--- config.mk ---
export PLATFORM = sky130hd
export DESIGN_NAME = wptr_full_prog_flat
export DESIGN_NICKNAME = d
export VERILOG_FILES = /design/src/rtl/wptr_full_prog_if.sv /design/src/rtl/wptr_full_prog.sv /design/src/flat_wrapper.sv
export SDC_FILE = /design/constraint.sdc
export NUM_CORES = 1
export LEC_CHECK = 0
export CORE_ASPECT_RATIO = 0.6
export CORE_MARGIN = 2
export CORE_UTILIZATION = 30
export DETAILED_ROUTE_END_ITERATION = 10
export SLEW_MARGIN = 30
export SYNTH_ARGS = -nofsm -noshare
export SYNTH_HDL_FRONTEND = slang
export SYNTH_SLANG_ARGS = --single-unit
--- constraint.sdc ---
create_clock -name wclk -period 4.7 [get_ports wclk]
set_clock_uncertainty 0.05 [all_clocks]
set_input_delay 0.705 -clock wclk [delete_from_list [all_inputs] [get_ports wclk]]
set_output_delay 0.705 -clock wclk [all_outputs]
set_load 0.02 [all_outputs]
--- src/rtl/wptr_full_prog_if.sv ---
// wptr_full_prog_if: write-client/status bundle of the write-domain FIFO pointer block
interface wptr_full_prog_if #(parameter int ADDR_LINES = 8);
  logic                  winc;
  logic [ADDR_LINES:0]   wq2_rptr;
  logic [ADDR_LINES:0]   af_thresh;
  logic                  wovf_clr;
  logic [ADDR_LINES-1:0] waddr;
  logic [ADDR_LINES:0]   wptr;
  logic                  wfull;
  logic                  walmost_full;
  logic                  whalf_full;
  logic [ADDR_LINES:0]   wlevel;
  logic                  woverflow;
  logic [15:0]           wdrop_cnt;
  modport master (
    output winc, wq2_rptr, af_thresh, wovf_clr,
    input  waddr, wptr, wfull, walmost_full, whalf_full, wlevel, woverflow, wdrop_cnt
  );
  modport slave (
    input  winc, wq2_rptr, af_thresh, wovf_clr,
    output waddr, wptr, wfull, walmost_full, whalf_full, wlevel, woverflow, wdrop_cnt
  );
endinterface

--- src/rtl/wptr_full_prog.sv ---
// wptr_full_prog: write pointer, fill level and status flags of a dual-clock FIFO (optional WPTR_FULL_DROP_CNT_EN)
module wptr_full_prog #(
  parameter int ADDR_LINES = 8
) (
  input logic               wclk,
  input logic               wrst,
  wptr_full_prog_if.slave   bus
);
  localparam int A = ADDR_LINES;
  localparam logic [A:0] HALF = {1'b0, 1'b1, {(A-1){1'b0}}};
  logic [A:0] wbin_q, wbin_d, wptr_q, wptr_d, wlevel_q, wlevel_d, rbin_s;
  logic       wfull_q, wfull_d, waf_q, waf_d, whf_q, whf_d, wovf_q, wovf_d, wr, drop;
  assign wr       = bus.winc & ~wfull_q;
  assign drop     = bus.winc & wfull_q;
  assign wbin_d   = wbin_q + {{A{1'b0}}, wr};
  assign wptr_d   = (wbin_d >> 1) ^ wbin_d;
  assign wlevel_d = wbin_d - rbin_s;
  assign wfull_d  = wptr_d == {~bus.wq2_rptr[A:A-1], bus.wq2_rptr[A-2:0]};
  assign waf_d    = (bus.af_thresh != '0) && (wlevel_d >= bus.af_thresh);
  assign whf_d    = wlevel_d >= HALF;
  assign wovf_d   = drop | (wovf_q & ~bus.wovf_clr);
  // Gray-to-binary of the synchronised read pointer
  always_comb begin
    rbin_s = '0;
    for (int i = 0; i <= A; i++) rbin_s[i] = ^(bus.wq2_rptr >> i);
  end
  // pointer and status registers; flags reflect the post-write state of each edge
  always_ff @(posedge wclk or negedge wrst) begin
    if (!wrst) begin
      wbin_q   <= '0;
      wptr_q   <= '0;
      wlevel_q <= '0;
      wfull_q  <= 1'b0;
      waf_q    <= 1'b0;
      whf_q    <= 1'b0;
      wovf_q   <= 1'b0;
    end else begin
      wbin_q   <= wbin_d;
      wptr_q   <= wptr_d;
      wlevel_q <= wlevel_d;
      wfull_q  <= wfull_d;
      waf_q    <= waf_d;
      whf_q    <= whf_d;
      wovf_q   <= wovf_d;
    end
  end
  assign bus.waddr        = wbin_q[A-1:0];
  assign bus.wptr         = wptr_q;
  assign bus.wfull        = wfull_q;
  assign bus.walmost_full = waf_q;
  assign bus.whalf_full   = whf_q;
  assign bus.wlevel       = wlevel_q;
  assign bus.woverflow    = wovf_q;
`ifdef WPTR_FULL_DROP_CNT_EN
  logic [15:0] drop_q, drop_d;
  assign drop_d = bus.wovf_clr ? {15'd0, drop} : (drop && drop_q != 16'hFFFF) ? drop_q + 16'd1 : drop_q;
  // saturating dropped-write counter; a drop in the clearing cycle still counts
  always_ff @(posedge wclk or negedge wrst) begin
    if (!wrst) drop_q <= '0;
    else drop_q <= drop_d;
  end
  assign bus.wdrop_cnt = drop_q;
`else
  assign bus.wdrop_cnt = '0;
`endif
endmodule

--- src/flat_wrapper.sv ---
// flat-port wrapper written by rule: the top's interface ports become plain ports
module wptr_full_prog_flat 
#(
  parameter int ADDR_LINES = 8
)
  (wclk, wrst, bus_winc, bus_wq2_rptr, bus_af_thresh, bus_wovf_clr, bus_waddr, bus_wptr, bus_wfull, bus_walmost_full, bus_whalf_full, bus_wlevel, bus_woverflow, bus_wdrop_cnt);
  wptr_full_prog_if #(.ADDR_LINES(ADDR_LINES)) bus_i ();
  input logic wclk;
  input logic wrst;
  input wire logic [$bits(bus_i.winc)-1:0] bus_winc;
  input wire logic [$bits(bus_i.wq2_rptr)-1:0] bus_wq2_rptr;
  input wire logic [$bits(bus_i.af_thresh)-1:0] bus_af_thresh;
  input wire logic [$bits(bus_i.wovf_clr)-1:0] bus_wovf_clr;
  output wire logic [$bits(bus_i.waddr)-1:0] bus_waddr;
  output wire logic [$bits(bus_i.wptr)-1:0] bus_wptr;
  output wire logic [$bits(bus_i.wfull)-1:0] bus_wfull;
  output wire logic [$bits(bus_i.walmost_full)-1:0] bus_walmost_full;
  output wire logic [$bits(bus_i.whalf_full)-1:0] bus_whalf_full;
  output wire logic [$bits(bus_i.wlevel)-1:0] bus_wlevel;
  output wire logic [$bits(bus_i.woverflow)-1:0] bus_woverflow;
  output wire logic [$bits(bus_i.wdrop_cnt)-1:0] bus_wdrop_cnt;
  assign bus_i.winc = bus_winc;
  assign bus_i.wq2_rptr = bus_wq2_rptr;
  assign bus_i.af_thresh = bus_af_thresh;
  assign bus_i.wovf_clr = bus_wovf_clr;
  assign bus_waddr = bus_i.waddr;
  assign bus_wptr = bus_i.wptr;
  assign bus_wfull = bus_i.wfull;
  assign bus_walmost_full = bus_i.walmost_full;
  assign bus_whalf_full = bus_i.whalf_full;
  assign bus_wlevel = bus_i.wlevel;
  assign bus_woverflow = bus_i.woverflow;
  assign bus_wdrop_cnt = bus_i.wdrop_cnt;
  wptr_full_prog #(.ADDR_LINES(ADDR_LINES)) u_core (.wclk(wclk), .wrst(wrst), .bus(bus_i));
endmodule
# After elaboration in Yosys (flattened, before gate mapping)
# Index checks and enable logic that the tools add are counted.
totals:
  input_bits: 22
  output_inout_bits: 46
  reg_bits: 31
  elab_cells: 31
classes:
  add_sub_neg: 2
  order_cmp: 2
  bitwise_logic: 8
  n_eq_ne: 1
  n_reduce_logical: 11
ops:
  columns: ["cell", "n"]
  rows:
  - ["$reduce_xor A9 Y1", 9]
  - ["$add A9 B1 Y9", 1]
  - ["$eq A9 B9 Y1", 1]
  - ["$ge A9 B8 Y1 const B", 1]
  - ["$ge A9 B9 Y1", 1]
  - ["$reduce_bool A9 Y1", 1]
  - ["$sub A9 B9 Y9", 1]
  - ["$xor A8 B9 Y9", 1]
  - ["$and A1 B1 Y1", 3]
  - ["$not A1 Y1", 2]
  - ["$not A2 Y2", 1]
  - ["$logic_and A1 B1 Y1", 1]
  - ["$or A1 B1 Y1", 1]

# Longest topological paths before layout
logic_depth:
  ltp_word: 6
  ltp_mapped: 20
  ltp_nobuf: 20

# Least setup slack after synthesis
# No wires, ideal clock.
synth_path:
  path_kind: "input -> register"
  start: "input port bus_wq2_rptr[6]"
  end: "register u_core.waf_q (netlist: u_core.bus.walmost_full)"
  slack_ns: 0.157
  arrival_ns: 4.369
  setup_ns: 0.124
  t_required_ns: 4.526
  path_stages: 19
  cell_sequence: "xnor3_2 xor2_2 xnor2_1 xnor2_1 xor2_1 xnor2_1 ha_1 inv_2 a21o_1 a21o_1 a221oi_1 o31ai_1 o31a_1 nor2_1 xnor2_1 ha_1 o21ai_0 a21oi_1 o31a_1"
synth_via:
  elab_chain_cells: 4
synth_rtl:
  columns: ["item", "line", "source"]
  rows:
  - ["from (decl)", "flat_wrapper.sv:11", "input wire logic [$bits(bus_i.wq2_rptr)-1:0] bus_wq2_rptr;"]
  - ["$reduce_xor A9 Y1", "wptr_full_prog.sv:25", "for (int i = 0; i <= A; i++) rbin_s[i] = ^(bus.wq2_rptr >> i);"]
  - ["$sub A9 B9 Y9 *", "wptr_full_prog.sv:17", "assign wlevel_d = wbin_d - rbin_s;"]
  - ["net u_core.wlevel_d[7]", "wptr_full_prog.sv:11", "logic [A:0] wbin_q, wbin_d, wptr_q, wptr_d, wlevel_q, wlevel_d, rbin_s;"]
  - ["$ge A9 B9 Y1 *", "wptr_full_prog.sv:19", "assign waf_d = (bus.af_thresh != '0) && (wlevel_d >= bus.af_thresh);"]
  - ["$logic_and A1 B1 Y1 *", "wptr_full_prog.sv:19", null]
  - ["net u_core.waf_d", "wptr_full_prog.sv:12", "logic wfull_q, wfull_d, waf_q, waf_d, whf_q, whf_d, wovf_q, wovf_d, wr, drop;"]
  - ["to (signal assigned)", "wptr_full_prog.sv:42", "waf_q <= waf_d;"]
  - ["to (decl)", "wptr_full_prog.sv:12", null]
# The timed path passes the listed nets; every way through them passes the cells marked *.

# Worst setup path in the final report
# Same ends and word-level chain as after synthesis.

==> results.cfg <==
[status]
outcome = completed

[setup_path]
crit-reg2reg-capture = u_core.bus.walmost_full
endpoint_kind = flip-flop
crit_path_max_incr_delay_ns = 0.45
cp_data_required_time_ns = 4.81
crit_buf_inv = 2
cpMostUsedCell = xnor2_2
worst_path_max_delay_cell = xnor3_2
rrSetupSlack_ns = 1.03
crit_family = XOR/XNOR gates
crit-reg2reg-launch = u_core.bus.wfull
critPathKind = in2reg
cp-start-kind = input port
reg2reg_depth = 16
path_max_fanout = 4
cp_cell_sequence = dlymetal6s2s_1, xnor3_2, xor2_2, xnor2_2, xnor2_2, xor2_2, xnor2_1, ha_2, inv_2, a21o_1, a21o_1, a221oi_2, o31ai_2, o31a_1, nor2_2, xnor2_2, ha_1, o21ai_1, a21oi_1, o31a_1
arrival_ns = 4.45

[floorplan]
std_cell_rows = 23
start_util_pct = 31.1
dieArea_sq_mm = 0.00763
core_sq_mm = 0.00668
die_h_um = 68.5
ioPinCount = 68
dieWidth_um = 111

[cells_and_area]
utilization_pct = 46.6
drive_gt1_share_pct = 21.8
antennaDiodeCount = 0
syn_to_final_growth_pct = 49.7
fin_nets = 325
fill_cells = 642

[power]
ir_drop_v = 0.000338
p_total_uw = 2460
power_density_mw_per_mm2 = 791
power_leakage_uw = 0.00146

[logic_synthesis]
yosys.area.top_type = dfrtp_1
synth_cell_type_count = 43
synth-edff-count = 0
synth_top_area_share_pct = 36.1
synth_area_leaders = dfrtp_1 (36%), ha_1 (11%), xnor2_1 (9.7%)
synth_common_cells = dfrtp_1 (30), xnor2_1 (23), ha_1 (18), buf_4 (16), inv_1 (16)
syn-cell-area_sq_mm = 0.00208
syn_area_per_cell_sq_um = 10.4
ys.flop_type = dfrtp_1
yosysWarningCount = 0
ys_ff_latch = 30
syn-instance-count = 200
synthMostInstantiatedCell = dfrtp_1
async_reset_ff_share_pct = 100
yosysSeqAreaShare_pct = 36.1

[route]
drc = 0
drtPass1Iterations = 4
routed_wl_mm = 4.56
wl_per_cell_um = 12.2
via_per_inst = 4.22
num_vias = 1568
antenna_left = 0
drt_iter0_markers = 40

[sta]
timing.hold.ws_ns = 0.482
relSlewSlack_pct = 60.4
fin_crit_sh_pct = 92.5
final_hold_viol_count = 0
setup_viol = 0
worst_pin_slew_ns = 0.592
rsz0062_at_grt = false
fin_setup_tns_ns = 0
period_minus_slack_ns = 4.35
slew_violations = 0
fmax_mhz = 230

[clocking]
clk_pin_slew_worst_paths_ns = 0.05
clock_sinks = 30
root_buffer = clkbuf_16
htreeDepth = 2
holdBufCountCts = 0
cts_buffers = 5
clock_path_buffers = 2
clk_latency_ns = 0.27
cts_tree = done

[global_route]
grt_max_degree = 31
grt_pass1_vias = 1523
antenna_found_initial = 0
track_usage_pct = 12.8
grt_pass1_wl_mm = 7.59
grt-ovfl-total = 0

[placed_design]
hpwlAfterDp_mm = 3.56
io_buffer_count = 51
gp_congestion = 0.852

[hold_path]
hp-start = u_core.bus.wfull
min_to = u_core.bus.woverflow
hold_depth = 2
hp-class = reg2reg

[job]
max-cap-violations = 0
## how the worst max path moves through the flow
stage,startpoint,to,depth (start not counted)
global route,bus_wq2_rptr[6],u_core.bus.walmost_full,20
floorplan,bus_wq2_rptr[6],u_core.bus.walmost_full,19
detailed placement,bus_wq2_rptr[6],u_core.bus.walmost_full,20
finish,bus_wq2_rptr[6],u_core.bus.walmost_full,20
global placement,bus_wq2_rptr[6],u_core.bus.walmost_full,20
CTS,bus_wq2_rptr[8],u_core.bus.walmost_full,20
## repair_timing
action | 4_1_cts | 5_1_grt
endpoints found under the setup margin | 1 | 2
cloned | 0 | 0
hold endpoints to repair | 0 | 0
setup buffers | 0 | 5
pin swaps | 5 | 16
gates resized for setup | 4 | 12
## per-stage QoR
step                      area (sq um)  cells  worst slack [ns]
after floorplan                   2130    215             0.157
after global placement            2800    359            -0.325
after detailed placement          2800    359            -0.375
after CTS                         3020    367           0.00428
after global routing              3110    372             0.120
final                             3110    372             0.353
## kinds of logic (layout without fill, tap and decap cells)
kind of cell,count (synthesis),after routing,share of synthesized area (%)
flops,30,30,36.1
xor+xnor,42,42,22.0
mux,1,1,0.482
other cells,1,16,0.181
fa+ha+maj,20,20,12.3
compound gates,29,29,9.70
buf+inv,35,105,9.22
simple gates,42,42,9.94
## cells in the final DEF, fill, tap and decap left out, types with 6 or more instances in the layout
cell type	n
nor2_1	13
inv_1	16
xor2_2	6
xnor2_1	19
xor2_1	9
buf_4	27
clkdlybuf4s50_1	48
conb_1	16
dfrtp_1	30
nand2_1	6
nand3_1	7
ha_1	17
## final cells by class
type,count,area [sq um],area share (%)
Sequential cell,30,751,24.1
Inverter,19,71.3,2.29
Tap cell,87,109,3.50
Timing Repair Buffer,78,721,23.2
Clock inverter,2,60.1,1.93
Multi-Input combinational cell,150,1260,40.5
Clock buffer,6,139,4.47
## registers in the layout (all words and copies together) (netlist names)
name	cells
u_core.bus.walmost_full	1
u_core.bus.wfull	1
u_core.bus.whalf_full	1
u_core.bus.wlevel	9
u_core.bus.woverflow	1
u_core.bus.wptr	8
u_core.wbin_q	9
## worst register-to-register path, delay by kind of cell, from the launching register on
| family | cells | cell delay, ns |
|---|---|---|
| AOI/OAI and AO/OA | 6 | 1.10 |
| buffers and inverters | 1 | 0.14 |
| DFF | 1 | 0.39 |
| xor gates and xnor gates | 2 | 0.39 |
| adders and majority gates | 4 | 1.07 |
| and+or+nand+nor | 3 | 0.41 |
## layer usage
layer  up-vias  track usage, %  share of wire (%)
li1        802               -                  -
met1       708            18.7                 54
met2        56            18.0                 39
met3         2            4.25                6.6
met4         0            3.40               0.46
met5         -               0                  0
## report_power, final
group          total (uW)  switching (uW)  internal [uW]
clock network         426             108            318
registers             437            60.8            376
logic                1600             787            811
total                2460             956           1500
Note: power is estimated with default switching activity, not from simulation.
